==> config.mk <==
export PLATFORM = sky130hd
export DESIGN_NAME = gf_seq_alu
export DESIGN_NICKNAME = d
export VERILOG_FILES = /design/src/rtl/gf_seq_alu.sv
export SDC_FILE = /design/constraint.sdc
export NUM_CORES = 2
export LEC_CHECK = 0
export ABC_AREA = 1
export CAP_MARGIN = 40
export CORE_MARGIN = 10
export CORE_UTILIZATION = 59
export CTS_CLUSTER_DIAMETER = 80
export DETAILED_ROUTE_END_ITERATION = 7
export GPL_TIMING_DRIVEN = 1
export PLACE_DENSITY = 0.78
export SYNTH_ARGS = -nofsm -noshare
export SYNTH_HDL_FRONTEND = slang
export SYNTH_SLANG_ARGS = --single-unit
export TNS_END_PERCENT = 30
==> constraint.sdc <==
create_clock -name clk -period 15.2 [get_ports clk]
set_input_delay 4.56 -clock clk [delete_from_list [all_inputs] [get_ports clk]]
set_output_delay 4.56 -clock clk [all_outputs]
set_load 0.01 [all_outputs]
==> src/rtl/gf_seq_alu.sv <==
// gf_seq_alu: digit-serial integer / carry-less / GF(2^m) multiplier with valid/ready handshakes.
// Build macro GF_SEQ_EARLY_TERM_EN: MUL stops once the unconsumed bits of b are all zero.
module gf_seq_alu #(
  parameter int unsigned DATA_WIDTH  = 32,
  parameter int unsigned DIGIT_WIDTH = 4
) (
  input  logic                          clk,
  input  logic                          rst,
  input  logic                          in_valid,
  output logic                          in_ready,
  input  logic [1:0]                    op,
  input  logic [DATA_WIDTH-1:0]         a,
  input  logic [DATA_WIDTH-1:0]         b,
  input  logic [$clog2(DATA_WIDTH):0]   polyn_grade,
  input  logic [DATA_WIDTH:0]           polyn_red_in,
  output logic                          out_valid,
  input  logic                          out_ready,
  output logic [2*DATA_WIDTH-1:0]       result,
  output logic                          err
);

  localparam int unsigned W    = DATA_WIDTH;
  localparam int unsigned DW   = DIGIT_WIDTH;
  localparam int unsigned AW   = 2 * W;
  localparam int unsigned NDIG = W / DW;
  localparam int unsigned MW   = $clog2(W) + 1;
  localparam int unsigned RW   = $clog2(AW);
  localparam int unsigned CW   = $clog2(NDIG) + 1;

  typedef enum logic [1:0] {IDLE, MUL, REDUCE, DONE} state_t;

  state_t          state_q;
  logic [1:0]      op_q;
  logic [MW-1:0]   m_q;
  logic [W:0]      poly_q;
  logic [AW-1:0]   a_sh_q;
  logic [W-1:0]    b_q;
  logic [CW-1:0]   cnt_q;
  logic [RW-1:0]   red_idx_q;
  logic [AW-1:0]   acc_q;
  logic            pend_err_q;
  logic [AW-1:0]   result_q;
  logic            err_q;
  logic            out_valid_q;
  logic            in_ready_q;

  logic [AW-1:0]   pp_int;
  logic [AW-1:0]   pp_xor;
  logic [AW-1:0]   acc_mul_d;
  logic [AW-1:0]   acc_red_d;
  logic [RW-1:0]   red_sh;
  logic            mul_last;
  logic [W-1:0]    m_mask;
  logic [W:0]      p_mask;
  logic            grade_bad;

  // Operand masks for field ops: element bits [m-1:0], polynomial bits [m:0]
  always_comb begin
    m_mask = '0;
    p_mask = '0;
    for (int i = 0; i < W; i++) m_mask[i] = (MW'(i) < polyn_grade);
    for (int i = 0; i <= W; i++) p_mask[i] = (MW'(i) <= polyn_grade);
    grade_bad = (polyn_grade < MW'(2)) || (polyn_grade > MW'(W));
  end

  // One digit of partial product, plus one bit-step of reduction
  always_comb begin
    pp_int = '0;
    pp_xor = '0;
    for (int j = 0; j < DW; j++) begin
      if (b_q[j]) begin
        pp_int = pp_int + (a_sh_q << j);
        pp_xor = pp_xor ^ (a_sh_q << j);
      end
    end
    acc_mul_d = (op_q == 2'd0) ? (acc_q + pp_int) : (acc_q ^ pp_xor);
`ifdef GF_SEQ_EARLY_TERM_EN
    mul_last = ((b_q >> DW) == '0) || (cnt_q == CW'(NDIG - 1));
`else
    mul_last = (cnt_q == CW'(NDIG - 1));
`endif
    red_sh    = red_idx_q - RW'(m_q);
    acc_red_d = acc_q;
    if (acc_q[red_idx_q]) acc_red_d = acc_q ^ (AW'(poly_q) << red_sh);
  end

  always_ff @(posedge clk) begin
    if (rst) begin
      state_q     <= IDLE;
      op_q        <= '0;
      m_q         <= '0;
      poly_q      <= '0;
      a_sh_q      <= '0;
      b_q         <= '0;
      cnt_q       <= '0;
      red_idx_q   <= '0;
      acc_q       <= '0;
      pend_err_q  <= 1'b0;
      result_q    <= '0;
      err_q       <= 1'b0;
      out_valid_q <= 1'b0;
      in_ready_q  <= 1'b1;
    end else begin
      case (state_q)
        IDLE: begin
          if (in_valid) begin
            op_q       <= op;
            m_q        <= polyn_grade;
            poly_q     <= op[1] ? (polyn_red_in & p_mask) : polyn_red_in;
            a_sh_q     <= AW'(op[1] ? (a & m_mask) : a);
            b_q        <= (op == 2'd3) ? (a & m_mask) : (op == 2'd2) ? (b & m_mask) : b;
            acc_q      <= '0;
            cnt_q      <= '0;
            pend_err_q <= op[1] && grade_bad;
            in_ready_q <= 1'b0;
            state_q    <= MUL;
          end
        end
        MUL: begin
          if (pend_err_q) begin
            // Bad field degree: single pass-through cycle, then report
            result_q    <= '0;
            err_q       <= 1'b1;
            out_valid_q <= 1'b1;
            state_q     <= DONE;
          end else begin
            acc_q  <= acc_mul_d;
            a_sh_q <= a_sh_q << DW;
            b_q    <= b_q >> DW;
            cnt_q  <= cnt_q + CW'(1);
            if (mul_last) begin
              if (op_q[1]) begin
                red_idx_q <= RW'({m_q, 1'b0} - (MW + 1)'(2));
                state_q   <= REDUCE;
              end else begin
                result_q    <= acc_mul_d;
                err_q       <= 1'b0;
                out_valid_q <= 1'b1;
                state_q     <= DONE;
              end
            end
          end
        end
        REDUCE: begin
          acc_q     <= acc_red_d;
          red_idx_q <= red_idx_q - RW'(1);
          if (red_idx_q == RW'(m_q)) begin
            result_q    <= acc_red_d;
            err_q       <= 1'b0;
            out_valid_q <= 1'b1;
            state_q     <= DONE;
          end
        end
        DONE: begin
          if (out_ready) begin
            out_valid_q <= 1'b0;
            in_ready_q  <= 1'b1;
            state_q     <= IDLE;
          end
        end
        default: state_q <= IDLE;
      endcase
    end
  end

  assign in_ready  = in_ready_q;
  assign out_valid = out_valid_q;
  assign result    = result_q;
  assign err       = err_q;

endmodule

==> reports/results.txt <==
Outcome - finished clean
Worst path most repeated cell - nand2_1
Vias - 47600
Clk_lat worst skew - 0.59 ns
Share of cells above drive strength 1 - 5.40%
Post-CTS Setup Repair Bufs - 0
Final #Nets - 6959
Drt first-iter violations - 7706
Synth top cells by count - 1621 x nand2_1, 733 x inv_1, 720 x a21oi_1
CTS buffer count - 36
Fmax - 0.0928 GHz
Synth area leaders - nand2_1 16%, dfxtp_1 15%, a21oi_1 9.4%
Least-Margin Pin Slew - 1.08 ns
Pwr Density - 209 nW/µm²
Overall power - 8.73 mW
Vias in the first global route - 42700
Leak - 18.9 nW
Largest net degree at the start of global routing - 95
CTS resizes - 0
Max Cap Viol - 0
Final Skew - 0.0378 ns
# fillers - 6322
Final ANT Viol Nets - 0
Worst setup EP type - flop
Row cnt - 93
Seq/Total Area, Yosys - 14.7%
Io pins - 176
Final hold violation count - 0
Arr. time, crit path - 11.23 ns
Longest Clk Path Bufs - 3
H-tree Lvls - 2
Gp weighted congestion - 1.11
Avg Cell Area, Syn - 5.80 µm²
All-Layer GR Usage - 41.8%
Initial antenna violation count - 0
CTS tree - built
EDFF count, synth - 0
Final wirelength - 165000 µm
Synthesis-to-finish area growth - 8.99%
Post-DP HPWL - 130000 µm
Relative slew slack - 27.1%
RSZ-0062 raised after global routing - false
Final Cell Area - 41800 µm²
Critical-path top delay cell - buf_4
Critical setup path kind - reg -> reg
Grt ovf - 0
DRC - 0
Worst min-delay path category - reg -> reg
CP required - 15.66 ns
Most numerous cell in the Yosys netlist - nand2_1
Leading area contributor after synthesis - nand2_1
Port Buffers - 175
Final Setup Violations - 0
Post-Route Setup TNS - 0 ns
Root buffer cell - clkbuf_16
Post-Synthesis Cells - 6617
DIE AREA - 75700 µm²
Worst hold slack - 0.462 ns
Hold_buf cts - 0
Syn Std Cell Area - 38400 µm²
FFs w/ async S/R, synth - 0%
Die height - 275 µm
Vias per inst - 6.37
Netlist cell types - 73
Placed cells - 7405
Yosys top cell area share - 15.8%
CTS Sinks - 281
Fin crit share - 70.9%
Hold depth - 2
YS warnings - 0
Final worst slack - 4.43 ns
Worst setup SP type - flop
First-pass GRT wire length - 248000 µm
DR pass1 iterations - 7
Core area - 64500 µm²
Synth Register Bits - 281
Post-layout util - 64.9%
Worst-path clk slew - 0.06 ns
Biggest cell delay along the critical path - 0.68 ns
Net Count, Synth - 6985
Layout Cells excl Fill - 7472
Placed inst area - 40600 µm²
Die outline width - 275 µm
Placement Setup Slack - 5.07 ns
Initial Utilization - 59.6%
Crit Path Max Fanout - 70
Peak supply drop - 0.000251 V
Min Tclk post-route - 10.77 ns
Main synth FF type - dfxtp_1
WL/cell - 22.1 µm
Fin. max-slew vios - 0
Reg2reg path depth - 54
## critical path: cells and delay by family (launching register included)
kind | cells | cell delay (ns)
AND/OR/NAND/NOR | 30 | 4.84
AO/OA/AOI/OAI | 11 | 2.47
adder cells (fa/ha/maj) | 4 | 1.60
buffers and inverters | 8 | 1.26
flip-flops | 1 | 0.31
XOR/XNOR | 1 | 0.14
## power breakdown
group	total (mW)	internal [mW]	switching, mW	leakage [nW]
Combinational	6.57	1.96	4.61	16.0
Sequential	1.23	0.939	0.290	2.30
Clock	0.927	0.550	0.377	0.607
## final timing paths
path / from / endpoint / slack (ns)
setup reg to reg: b_q[0]$_SDFFE_PP0P_ / result[62]$_SDFFE_PP0P_ / 4.43
setup / recovery: b_q[0]$_SDFFE_PP0P_ / result[62]$_SDFFE_PP0P_ / 4.43
hold reg to reg: out_valid$_SDFFE_PP0P_ / out_valid$_SDFFE_PP0P_ / 0.46
hold / removal: out_valid$_SDFFE_PP0P_ / out_valid$_SDFFE_PP0P_ / 0.46
## sequential cells by signal, summed over array words and instances (netlist names), 2 cells and up
name       count
op_q           2
poly_q        33
result        64
b_q           32
a_sh_q        64
red_idx_q      6
cnt_q          4
acc_q         64
m_q            6
state_q        2
## per-layer routing
| layer | GRT usage, % | wire length (µm) |
|---|---|---|
| met1 | 57.7 | 66500 |
| met2 | 59.7 | 65900 |
| met3 | 11.3 | 24400 |
| met4 | 18.3 | 8320 |
| met5 | 0 | 0 |
## cell type report
class                           instances  area, µm²  area share [%]
Antenna cell                            2       5.00          0.0120
Clock buffer                           47       1030            2.47
Clock inverter                         15        211           0.505
Inverter                              759       2850            6.82
Multi-Input combinational cell       5288      28800            68.8
Sequential cell                       281       5640            13.5
Tap cell                              855       1070            2.56
Timing Repair Buffer                  225       2250            5.38
## layout by cell type, fill, tap and decap left out, drive strengths merged, types with 40 or more instances in the layout
| master | instances |
|---|---|
| xnor2 | 125 |
| o21ai | 684 |
| or2 | 105 |
| nand3 | 525 |
| clkbuf | 48 |
| dfxtp | 281 |
| xor2 | 169 |
| a21oi | 739 |
| nor2 | 485 |
| a31oi | 125 |
| a21o | 40 |
| nand2 | 1644 |
| clkdlybuf4s50 | 174 |
| inv | 759 |
| ha | 254 |
| buf | 50 |
| o211ai | 80 |
## logic make-up (layout without fill, tap and decap cells)
family / Yosys count / count (layout) / share of synthesized area [%]
xor gates and xnor gates: 294 / 294 / 6.78
adders and majority gates: 259 / 259 / 8.54
and+or+nand+nor: 2874 / 2874 / 31.7
DFF: 281 / 281 / 14.7
muxes: 31 / 31 / 0.808
other: 0 / 2 / 0
AOI/OAI and AO/OA: 1830 / 1830 / 26.9
buffers and inverters: 1048 / 1046 / 10.6
(Power assumes the default switching activity.)
==> edit (same settings) <==
Encoding of `state_t`: now one-hot (4 bits for 4 states).
--- a/src/rtl/gf_seq_alu.sv
+++ b/src/rtl/gf_seq_alu.sv
@@ -27,7 +27,7 @@
   localparam int unsigned RW   = $clog2(AW);
   localparam int unsigned CW   = $clog2(NDIG) + 1;
 
-  typedef enum logic [1:0] {IDLE, MUL, REDUCE, DONE} state_t;
+  typedef enum logic [3:0] {IDLE = 4'b0001, MUL = 4'b0010, REDUCE = 4'b0100, DONE = 4'b1000} state_t;
 
   state_t          state_q;
   logic [1:0]      op_q;
Behaviour: same outputs for any inputs over 4 cycles, from zero or initial values and one cycle with rst high; so few cycles prove little.
==> edit against the unedited design <==
- via count increased by 1.5%
- largest cell class unchanged
- cell area increased by 0.78%
- routed wire length increased by 2.6%
- sequential cell count increased by 2
- worst setup slack improved by 0.21 ns
- clock power decreased by 2%
- count of clock-buffer cells in the layout decreased by 4
- first-iteration DRC count decreased by 0.77%
- total power increased by 13%
- die area increased by 0.83%
- final cell count increased by 2.2%
- critical endpoint is now acc_q[62]
- clock skew decreased by 0.0044 ns
- area after synthesis increased by 0.90%
==> edit: results (changes against the unedited design) <==
outcome=complete, no violations (unchanged); clk_lat worst skew=0.58 ns; Max FO, Critical Path=71 (was 70); Commonest cells post-synth=nand2_1, inv_1, o21ai_0 (was nand2_1, inv_1, a21oi_1); r2r startpoint=b_q[0] (unchanged); Worst Skew=0.0334 ns (was 0.0378 ns); DRC=0 (unchanged); Non-Filler Instances=7639 (was 7472); fraction of synthesized area in multiplexers=0.310% (was 0.808%); Placed Area=40900 um^2 (was 40600 um^2); clock root buffer=clkbuf_16 (unchanged); Synth Area per Inst=5.72 um^2 (was 5.80 um^2); LEAKAGE=19.8 nW (was 18.9 nW); Synth cell types=75 (was 73); HPWL after DPL=133 mm (was 130 mm); syn nets=7143 (was 6985); hold path start=b_q[28] (was out_valid); pre-CTS WS=5.10 ns (was 5.07 ns); sequential-to-total area share from yosys stat=14.6% (was 14.7%); Post-Synth XOR/XNOR Area=6.42% (was 6.78%); vias in the first global route=43200 (was 42700); Post CTS Setup Buffer Count=0 (unchanged); Max-slew headroom=31.5% (was 27.1%); CP peak stage delay=0.67 ns; Worst VDD drop=0.313 mV (was 0.251 mV); Vias=48300 (was 47600); crit path kind=reg2reg (unchanged); filler cell count=6218 (was 6322); post-CTS resize count=0 (unchanged); Post-synth ARST share=0% (unchanged); buffers added on ports=175 (unchanged); Ys Warns=0 (unchanged); Tightest Hold Check Type=reg2reg (unchanged); CTS max path bufs=3 (unchanged); cell with the largest stage delay on the worst path=buf_4 (unchanged); top cells by area, synth=nand2_1, dfxtp_1, o21ai_0 (was nand2_1, dfxtp_1, a21oi_1); WL final=170 mm (was 165 mm); largest net degree at the start of global routing=97 (was 95); commonest non-fill, non-tap cell in the layout=nand2_1 (unchanged); Post-Synth Adder-Cell Area=8.37% (was 8.54%); share of layout cells above drive strength 1=4.64% (was 5.40%); most used flip-flop cell after synthesis=dfxtp_1 (unchanged); gpl congestion=1.10 (was 1.11); initial antenna violation count=3 (was 0); Compound-Gate Fraction of Synth Area=26.7% (was 26.9%); Area growth, synth to finish=8.87% (was 8.99%); total track usage=41.3% (was 41.8%); 1st-iter DRT viols=7647 (was 7706); Pint=0.00376 W (was 0.00345 W); first-pass GRT wire length=251 mm (was 248 mm); first-pass detailed-route iteration total=8 (was 7); Worst-path clk slew=0.06 ns (about the same)
[edit: cell types whose count changed after synthesis, sizes merged, moves of 36 or more]
cell,delta
o21ai,+106
nand2,-38
a21oi,-138
inv,+108
nor2,+101
nand3,+36
[edit: worst max-delay path, delay by kind of cell (launching register included)]
kind,cells,cell delay (ns)
flip-flops,1,0.32
AND/OR/NAND/NOR,33,4.73
AO/OA/AOI/OAI,11,2.34
buffers and inverters,7,1.12
XOR/XNOR,3,0.54
adder cells (fa/ha/maj),4,1.33
[edit: cell families (layout without fill, tap and decap cells)]
family / count (synthesis) / count (layout)
simple gates: 2961 / 2961
compound gates: 1830 / 1830
buf+inv: 1156 / 1160
flops: 283 / 283
xor+xnor: 280 / 280
fa+ha+maj: 256 / 256
mux: 12 / 12
other cells: 0 / 2
[edit: final cells by class]
class                           instances  share of cell area, %
Clock inverter                         22                  0.632
Tap cell                              855                   2.54
Timing Repair Buffer                  226                   5.35
Inverter                              869                   7.76
Sequential cell                       283                   13.5
Clock buffer                           43                   2.29
Multi-Input combinational cell       5339                   68.0
Antenna cell                            2                 0.0119
[edit: power groups by stage]
stage	registers [W]	clock network, W	logic [W]
finish	0.00136	0.000912	0.00758
global route	0.00137	0.000935	0.00815
CTS	0.00132	0.000903	0.00715
floorplan	0.00117	0	0.00507
global placement	0.00133	0	0.00690
detailed placement	0.00134	0	0.00710
[edit: final timing paths]
check / endpoint / slack, ns / cells past startpoint
worst max-delay path: acc_q[62] / 4.64 / 58
worst min-delay path: b_q[28] / 0.46 / 2
worst max register to register: acc_q[62] / 4.64 / 58
worst min register to register: b_q[28] / 0.46 / 2
[edit: layer usage]
metal	track usage (%)	wire length, um	vias up
met4	16.9	8370	0
li1	-	-	22500
met3	13.1	26700	486
met1	56.3	67600	21900
met5	0	0	-
met2	59.0	66900	3404
